--- src/rtl/guess_judge.sv ---
// guess_judge: keypad digit collection, secret registration for two players,
// turn alternation and strike/ball scoring of each guess against the
// opponent's secret. Scored guesses are emitted as one-cycle write pulses.
module guess_judge #(
   parameter int unsigned MAX_ROUNDS = 4
) (
   input  logic        clk,
   input  logic        rst,
   input  logic        key_valid,
   input  logic [3:0]  key_code,
   input  logic        game_start,
   output logic        on_game,
   output logic [11:0] input_number,
   output logic        button_pressed_p1,
   output logic        button_pressed_p2,
   output logic [1:0]  strike1,
   output logic [1:0]  ball1,
   output logic [1:0]  strike2,
   output logic [1:0]  ball2,
   output logic        cur_player,
   output logic        entry_err,
   output logic [1:0]  winner
);

   typedef enum logic [2:0] {
      S_IDLE,
      S_SET_P1,
      S_SET_P2,
      S_PLAY,
      S_DONE
   } state_t;

   state_t      r_state;
   state_t      w_state_nxt;

   logic [11:0] r_buf;
   logic [1:0]  r_cnt;
   logic [11:0] r_secret1;
   logic [11:0] r_secret2;
   logic [3:0]  r_round1;
   logic [3:0]  r_round2;

   logic        w_key_digit;
   logic        w_key_clear;
   logic        w_key_enter;
   logic        w_buf_ok;
   logic        w_start;
   logic        w_game_end;
   logic        w_keys_on;
   logic        w_accept;
   logic [3:0]  w_score_p1;
   logic [3:0]  w_score_p2;

   // Returns {strike, ball} of guess g against secret s (digit 2 in [11:8]).
   function automatic logic [3:0] score(input logic [11:0] g, input logic [11:0] s);
      logic [1:0] st;
      logic [1:0] bl;
      st = '0;
      bl = '0;
      for (int unsigned i = 0; i < 3; i++) begin
         for (int unsigned j = 0; j < 3; j++) begin
            if (g[i*4 +: 4] == s[j*4 +: 4]) begin
               if (i == j) st = st + 2'd1;
               else        bl = bl + 2'd1;
            end
         end
      end
      return {st, bl};
   endfunction

   assign w_key_digit = key_valid && (key_code <= 4'd9);
   assign w_key_clear = key_valid && (key_code == 4'hA);
   assign w_key_enter = key_valid && (key_code == 4'hB);
   assign w_buf_ok    = (r_cnt == 2'd3) && (r_buf[11:8] != r_buf[7:4]) &&
                        (r_buf[7:4] != r_buf[3:0]) && (r_buf[11:8] != r_buf[3:0]);
   assign w_start     = game_start && ((r_state == S_IDLE) || (r_state == S_DONE));
   // The game ends while the final score pulse is still on the outputs.
   assign w_game_end  = (r_state == S_PLAY) &&
                        ((button_pressed_p1 && (strike1 == 2'd3)) ||
                         (button_pressed_p2 && ((strike2 == 2'd3) ||
                                                (r_round2 == 4'(MAX_ROUNDS)))));
   assign w_keys_on   = ((r_state == S_SET_P1) || (r_state == S_SET_P2) ||
                         (r_state == S_PLAY)) && !w_game_end;
   assign w_accept    = w_keys_on && w_key_enter && w_buf_ok;
   assign w_score_p1  = score(r_buf, r_secret2);
   assign w_score_p2  = score(r_buf, r_secret1);

   // State register.
   always_ff @(posedge clk) begin
      if (!rst) r_state <= S_IDLE;
      else      r_state <= w_state_nxt;
   end

   // Next-state decode.
   always_comb begin
      w_state_nxt = r_state;
      case (r_state)
         S_IDLE:   if (w_start)    w_state_nxt = S_SET_P1;
         S_SET_P1: if (w_accept)   w_state_nxt = S_SET_P2;
         S_SET_P2: if (w_accept)   w_state_nxt = S_PLAY;
         S_PLAY:   if (w_game_end) w_state_nxt = S_DONE;
         S_DONE:   if (w_start)    w_state_nxt = S_SET_P1;
         default:                  w_state_nxt = S_IDLE;
      endcase
   end

   // State-derived outputs; PLAY still covers the final pulse cycle.
   always_comb begin
      on_game = (r_state == S_PLAY);
   end

   // Digit buffer, secrets, scoring, turn and winner registers.
   always_ff @(posedge clk) begin
      if (!rst) begin
         r_buf             <= '0;
         r_cnt             <= '0;
         r_secret1         <= '0;
         r_secret2         <= '0;
         r_round1          <= '0;
         r_round2          <= '0;
         input_number      <= '0;
         button_pressed_p1 <= 1'b0;
         button_pressed_p2 <= 1'b0;
         strike1           <= '0;
         ball1             <= '0;
         strike2           <= '0;
         ball2             <= '0;
         cur_player        <= 1'b0;
         entry_err         <= 1'b0;
         winner            <= '0;
      end else begin
         button_pressed_p1 <= 1'b0;
         button_pressed_p2 <= 1'b0;
         entry_err         <= 1'b0;
         if (w_start) begin
            r_buf        <= '0;
            r_cnt        <= '0;
            r_secret1    <= '0;
            r_secret2    <= '0;
            r_round1     <= '0;
            r_round2     <= '0;
            input_number <= '0;
            strike1      <= '0;
            ball1        <= '0;
            strike2      <= '0;
            ball2        <= '0;
            cur_player   <= 1'b0;
            winner       <= '0;
         end else if (w_game_end) begin
            r_buf <= '0;
            r_cnt <= '0;
            if (button_pressed_p1 && (strike1 == 2'd3))      winner <= 2'd1;
            else if (button_pressed_p2 && (strike2 == 2'd3)) winner <= 2'd2;
            else                                             winner <= 2'd3;
         end else if (w_keys_on) begin
            if (w_key_digit && (r_cnt != 2'd3)) begin
               r_buf <= {r_buf[7:0], key_code};
               r_cnt <= r_cnt + 2'd1;
            end else if (w_key_clear) begin
               r_buf <= '0;
               r_cnt <= '0;
            end else if (w_key_enter) begin
               r_buf <= '0;
               r_cnt <= '0;
               if (!w_buf_ok) begin
                  entry_err <= 1'b1;
               end else begin
                  case (r_state)
                     S_SET_P1: begin
                        r_secret1  <= r_buf;
                        cur_player <= 1'b1;
                     end
                     S_SET_P2: begin
                        r_secret2  <= r_buf;
                        cur_player <= 1'b0;
                     end
                     default: begin
                        input_number <= r_buf;
                        cur_player   <= ~cur_player;
                        if (!cur_player) begin
                           button_pressed_p1 <= 1'b1;
                           {strike1, ball1}  <= w_score_p1;
                           r_round1          <= r_round1 + 4'd1;
                        end else begin
                           button_pressed_p2 <= 1'b1;
                           {strike2, ball2}  <= w_score_p2;
                           r_round2          <= r_round2 + 4'd1;
                        end
                     end
                  endcase
               end
            end
         end
      end
   end

endmodule

--- config.mk ---
export PLATFORM = sky130hd
export DESIGN_NAME = guess_judge
export DESIGN_NICKNAME = d
export VERILOG_FILES = /design/src/rtl/guess_judge.sv
export SDC_FILE = /design/constraint.sdc
export NUM_CORES = 1
export LEC_CHECK = 0
export ABC_AREA = 0
export CORE_MARGIN = 4
export CORE_UTILIZATION = 55
export DETAILED_ROUTE_END_ITERATION = 10
export PLACE_DENSITY_LB_ADDON = 0.05
export REMOVE_ABC_BUFFERS = 1
export SLEW_MARGIN = 5
export SYNTH_ARGS = -nofsm -noshare
export SYNTH_HDL_FRONTEND = slang
export SYNTH_SLANG_ARGS = --single-unit
--- constraint.sdc ---
create_clock -name clk -period 2.9 [get_ports clk]
set_input_delay 0.58 -clock clk [delete_from_list [all_inputs] [get_ports clk]]
set_output_delay 0.58 -clock clk [all_outputs]
set_load 0.01 [all_outputs]
==> results of run 1 <==
==> metal layers <==
layer,global-route usage,vias to the layer above,share of wire
met5,0,-,0
met2,0.382,94,0.46
met1,0.337,1657,0.47
met4,0.0698,0,0.017
li1,-,1666,-
met3,0.0577,16,0.057
==> final timing paths <==
path	from	to	slack (ns)	depth (start not counted)
min reg2reg	winner[0]	winner[0]	0.45	2
min	winner[0]	winner[0]	0.45	2
max reg2reg	r_buf[0]	ball1[1]	0.40	9
max	r_buf[0]	ball1[1]	0.40	9
==> Yosys cell counts (2+ instances only) <==
cell	number	area (um^2)
o21ai_0	17	85.1
nand3_1	5	25.0
a21o_1	2	15.0
and4_1	2	17.5
a22oi_1	14	105
maj3_1	2	20.0
clkbuf_1	12	45.0
buf_2	3	15.0
xnor2_1	59	517
ha_1	11	138
buf_4	2	15.0
inv_1	16	60.1
o41ai_1	2	17.5
nor2_1	60	225
nor4_1	7	43.8
nand3b_1	3	22.5
and2_1	2	12.5
a211oi_1	4	30.0
a21oi_1	19	95.1
nand2_1	27	101
xor2_1	38	333
nor3_1	3	15.0
nand4_1	16	100
dfxtp_1	71	1420
buf_1	8	30.0
mux2i_1	29	290
buf_6	3	33.8
==> cell families (layout without fill, tap and decap cells) <==
| group | count (synthesis) | after routing | synth area share |
|---|---|---|---|
| multiplexers | 29 | 29 | 0.0711 |
| adder cells (fa/ha/maj) | 13 | 13 | 0.0386 |
| flip-flops | 71 | 71 | 0.348 |
| XOR/XNOR | 98 | 98 | 0.214 |
| AND/OR/NAND/NOR | 136 | 136 | 0.171 |
| AO/OA/AOI/OAI | 69 | 69 | 0.109 |
| buffers and inverters | 44 | 92 | 0.0487 |
==> worst register-to-register path, stage by stage, from the launching register on <==
cell and delay [ns]:
dfxtp_1 0.51, xnor2_1 0.17, nand4_1 0.18, ha_1 0.35
inv_1 0.08, xnor3_1 0.43, maj3_1 0.38, xnor2_1 0.15
nand2_1 0.07, a21oi_1 0.13
==> sequential cells by signal (all words and copies together), names as in the netlist, 3 cells and up <==
| signal | cells |
|---|---|
| input_number | 12 |
| r_buf | 12 |
| r_secret1 | 12 |
| r_secret2 | 12 |
| r_round2 | 4 |
| r_state | 3 |
==> power by group <==
part | leakage, nW | total [mW] | internal, mW | switching, mW
Sequential | 0.572 | 0.992 | 0.980 | 0.0115
Clock | 0.119 | 0.940 | 0.556 | 0.384
Combinational | 1.24 | 0.227 | 0.0986 | 0.129
==> layout make-up <==
cell class | count | area, um^2
tap | 99 | 124
inverter | 16 | 60.1
clock buffer | 12 | 165
multi-input combinational | 345 | 2470
timing repair buffer | 60 | 573
clock inverter | 4 | 76.3
sequential | 71 | 1420
fill | 603 | 2330
==> stage by stage <==
stage / setup WS, ns / instances
global placement: 0.122 / 591
CTS: 0.379 / 607
detailed placement: 0.0756 / 591
global route: 0.174 / 607
finish: 0.401 / 607
floorplan: -0.0921 / 432
==> impl_results.md, run 1 <==
- Die area: 0.00886 mm^2
- Critical Path AT: 2.79 ns
- H-tree depth: 3
- Synth Instances: 460
- Yosys reg bits: 71
- Initial antenna violation count: 0
- Final nets: 522
- CTS Buf Count: 9
- Worst Skew: 0.00807 ns
- Layout cells sized above 1: 0.100
- WP buf/inv: 1
- DRT Wirelength: 10200 um
- Antenna Nets Post-Route: 0
- Rows: 31
- Final setup TNS: 0 ns
- Fmax: 400 MHz
- Number of synthesized flops with an enable pin: 0
- Data required time at the worst endpoint: 3.19 ns
- Sequential fraction of the synthesis area: 0.348
- Worst-path clk slew: 0.08 ns
- Max clock buf depth: 2
- Netlist cell types: 50
- Hold Violations, Final: 0
- CTS Hold Bufs: 0
- CTS tree: done
- Setup bufs post-CTS: 0
- Dpl hpwl: 7220 um
- Worst setup path category: flip-flop to flip-flop
- Area grow syn2layout: 19.7%
- Via density per instance: 5.66
- Global-route wire length before repair: 17000 um
- Final Wtd Congestion: 0.869
- Tot GR Track Use: 0.245
- Core Area: 0.00721 mm^2
- Most common cell after layout, fill and taps aside: dfxtp_1
- Clock root cell: clkbuf_8
- TritonRoute pass-1 iters: 5
- Slew margin rel.: 0.551
- Critical path launch point type: flip-flop
- Iter 0 DRT Violations: 270
- Top Ports: 35
- Finished Cell Area: 0.00489 mm^2
- Critical path's top delay family: XOR/XNOR gates
- Final worst-path cycle share: 0.862
- Final Util: 0.677
- Pwr Density: 442 mW/mm^2
- Final setup fails: 0
- Crit path max fanout: 5
- Worst path max stage delay: 0.51 ns
- Resize count post-CTS: 0
- Yosys warnings: 0
- Grt ovf: 0
- Commonest cells after routing, fill and taps aside: dfxtp_1 (71), nor2_1 (60), xnor2_1 (59)
- VDD IR max: 0.286 mV
- Avg WL per Cell: 16.8 um
- Most used cell, CP: xnor2_1
- Worst Hold Class: flip-flop to flip-flop
- Average cell area after synthesis: 8.87 um^2
- RSZ-0062 raised after global routing: false
- Crit path cell chain: xnor2_1 > nand4_1 > ha_1 > inv_1 > xnor3_1 > maj3_1 > xnor2_1 > nand2_1 > a21oi_1
- Vias in the first global route: 3343
- Drc violations: 0
- Die width: 94.1 um
- Area post-placement: 0.00465 mm^2
- Outcome: complete, no violations
- Clock Latency Late Sink: 0.36 ns
- Asr flop ratio synth: 0
- Port buffer count: 34
- Vias: 3433
- Tot Pwr: 2.16 mW
- Crit-path slowest cell: dfxtp_1
- Ant. Diodes: 0
- Largest net degree at the start of global routing: 23
- Fin crit period: 2.50 ns
- Lkg Pwr: 1.93 nW
- Main synth FF type: dfxtp_1
- Netlist Area Pre-Place: 0.00408 mm^2
- Sink Count: 71
- Max Cap Viol: 0
- Fin Hold WS: 0.453 ns
- CP endpoint kind: flip-flop
- Starting density of the core: 0.566
- Max Transition Viols Final: 0
- Slew of the pin with the lowest slew margin: 0.672 ns
- Die Y: 94.1 um
Power figures use the tool's default switching activity.
==> inputs of run 2 (changes only) <==
--- a/config.mk
+++ b/config.mk
@@ -9,6 +9,7 @@
 export CORE_MARGIN = 4
 export CORE_UTILIZATION = 55
 export DETAILED_ROUTE_END_ITERATION = 10
+export HOLD_SLACK_MARGIN = 0.08
 export PLACE_DENSITY_LB_ADDON = 0.05
 export REMOVE_ABC_BUFFERS = 1
 export SLEW_MARGIN = 5
==> constraint.sdc (replaced) <==
create_clock -name clk -period 2.6 [get_ports clk]
set_input_delay 0.52 -clock clk [delete_from_list [all_inputs] [get_ports clk]]
set_output_delay 0.52 -clock clk [all_outputs]
set_load 0.01 [all_outputs]
==> run 2 against run 1 <==
  * First-iteration DRC count is 46% lower
  * Highest routed layer unchanged
  * Combinational power grew 9.3%
  * Sequential cell count unchanged
==> impl_results.md, run 2 (synthesis gave the netlist of run 1 again) <==
- Reg-to-Reg End: ball1[1]
- Final setup TNS: 0 ns
- Die width: 94.1 um
- R2R setup slack: 0.13 ns
- Post-Layout Cell Count: 618
- Largest net degree at the start of global routing: 31
- R2r startpoint: r_buf[3]
- Slew of the pin with the lowest slew margin: 0.656 ns
- Data required time at the worst endpoint: 2.89 ns
- Worst Skew: 0.00765 ns
- CTS Hold Bufs: 0
- Antenna Nets Post-Route: 0
- Layout cells sized above 1: 0.121
- Final Wtd Congestion: 0.837
- Most common cell after layout, fill and taps aside: dfxtp_1
- Final nets: 533
- Clock root cell: clkbuf_8
- Iter 0 DRT Violations: 146
- DRT Wirelength: 10200 um
- Resize count post-CTS: 0
- Pwr Density: 443 mW/mm^2
- Area grow syn2layout: 19.5%
- Via density per instance: 5.52
- Fmax: 405 MHz
- Vias: 3410
- Final worst-path cycle share: 0.949
- Worst Hold Class: flip-flop to flip-flop
- Port buffer count: 34
- Grt ovf: 0
- Max Transition Viols Final: 0
- Pre-CTS setup slack: -0.142 ns
- H-tree depth: 3
- Drc violations: 0
- Worst setup path category: flip-flop to flip-flop
- Hold Path Cell Cnt: 2
- Setup bufs post-CTS: 0
- CTS tree: done
- Initial antenna violation count: 0
- Critical Path AT: 2.76 ns
- Ant. Diodes: 0
- Hold Violations, Final: 0
- Rows: 31
- Hold Path Sink: winner[0]
- Lkg Pwr: 1.95 nW
- Max Cap Viol: 0
- TritonRoute pass-1 iters: 4
- RSZ-0062 raised after global routing: false
- CTS Buf Count: 9
- Global-route wire length before repair: 16400 um
- Starting density of the core: 0.566
- Commonest cells after routing, fill and taps aside: dfxtp_1 (70), nor2_1 (60), xnor2_1 (59)
- Sink Count: 71
- Die area: 0.00886 mm^2
- Vias in the first global route: 3225
- Avg WL per Cell: 16.5 um
- Crit path max fanout: 5
- VDD IR max: 0.257 mV
- Outcome: complete, no violations
- Clock Latency Late Sink: 0.36 ns
- Slew margin rel.: 0.559
- Min-Delay Startpoint: winner[0]
- Final setup fails: 0
- Max clock buf depth: 2
- CP endpoint kind: flip-flop
- Tot Pwr: 2.16 mW
- Worst-path clk slew: 0.08 ns
- Final WS setup: 0.133 ns
- Cells on worst reg2reg path: 9
- Critical path launch point type: flip-flop
- Die Y: 94.1 um
- Dpl hpwl: 7340 um
- Tot GR Track Use: 0.242
- Fin crit period: 2.47 ns
- Top Ports: 35
- Dpl cells: 602
- Core Area: 0.00721 mm^2
[run 2: cell count changes in the layout (fill, tap and decap cells not counted), sizes merged]
cell	change
buf	+11
clkinv	+4
clkbuf	-3
bufinv	-2
inv	+1
[run 2: metrics by stage]
stage | instance area [um^2] | hold slack [ns] | util
final | 4880 | 0.452 | 0.676
after floorplan | 3940 | 0.470 | -
after global routing | 4880 | 0.487 | 0.676
after CTS | 4880 | 0.457 | 0.676
after global placement | 4700 | 0.439 | 0.652
after detailed placement | 4700 | 0.445 | 0.652
[run 2: critical path, stage by stage, from the launching register on]
cell and delay (ns):
dfxtp_1 0.48, xnor2_1 0.15, nand4_1 0.18, ha_1 0.35, inv_1 0.08, xnor3_1 0.43, maj3_1 0.38, xnor2_1 0.14
nand2_1 0.07, a21oi_1 0.13
[run 2: area by class of cell]
type | count | area [um^2]
Multi-Input combinational cell | 345 | 2470
Fill cell | 619 | 2340
Clock buffer | 9 | 124
Inverter | 16 | 60.1
Tap cell | 99 | 124
Sequential cell | 71 | 1420
Timing Repair Buffer | 71 | 631
Clock inverter | 7 | 48.8
[run 2: power by group]
group          switching (mW)  total [mW]  internal, mW
combinational           0.141       0.248         0.107
sequential             0.0128        1.11          1.09
clock                   0.458       0.805         0.347
[run 2: routing by layer]
layer | track usage | routed length, um
met5 | 0 | 0
met3 | 0.0713 | 351
met4 | 0.0698 | 210
met1 | 0.313 | 4810
met2 | 0.389 | 4830
[run 2: how the worst max path moves through the flow]
stage | from | endpoint | slack, ns
after CTS | r_buf[2] | ball1[1] | 0.11
after detailed placement | key_code[2] | r_round2[3] | -0.14
after floorplan | r_state[1] | r_round2[3] | -0.39
after global routing | r_buf[3] | ball1[1] | 0.01
final | r_buf[3] | ball1[1] | 0.13
after global placement | key_code[2] | r_round2[3] | -0.07
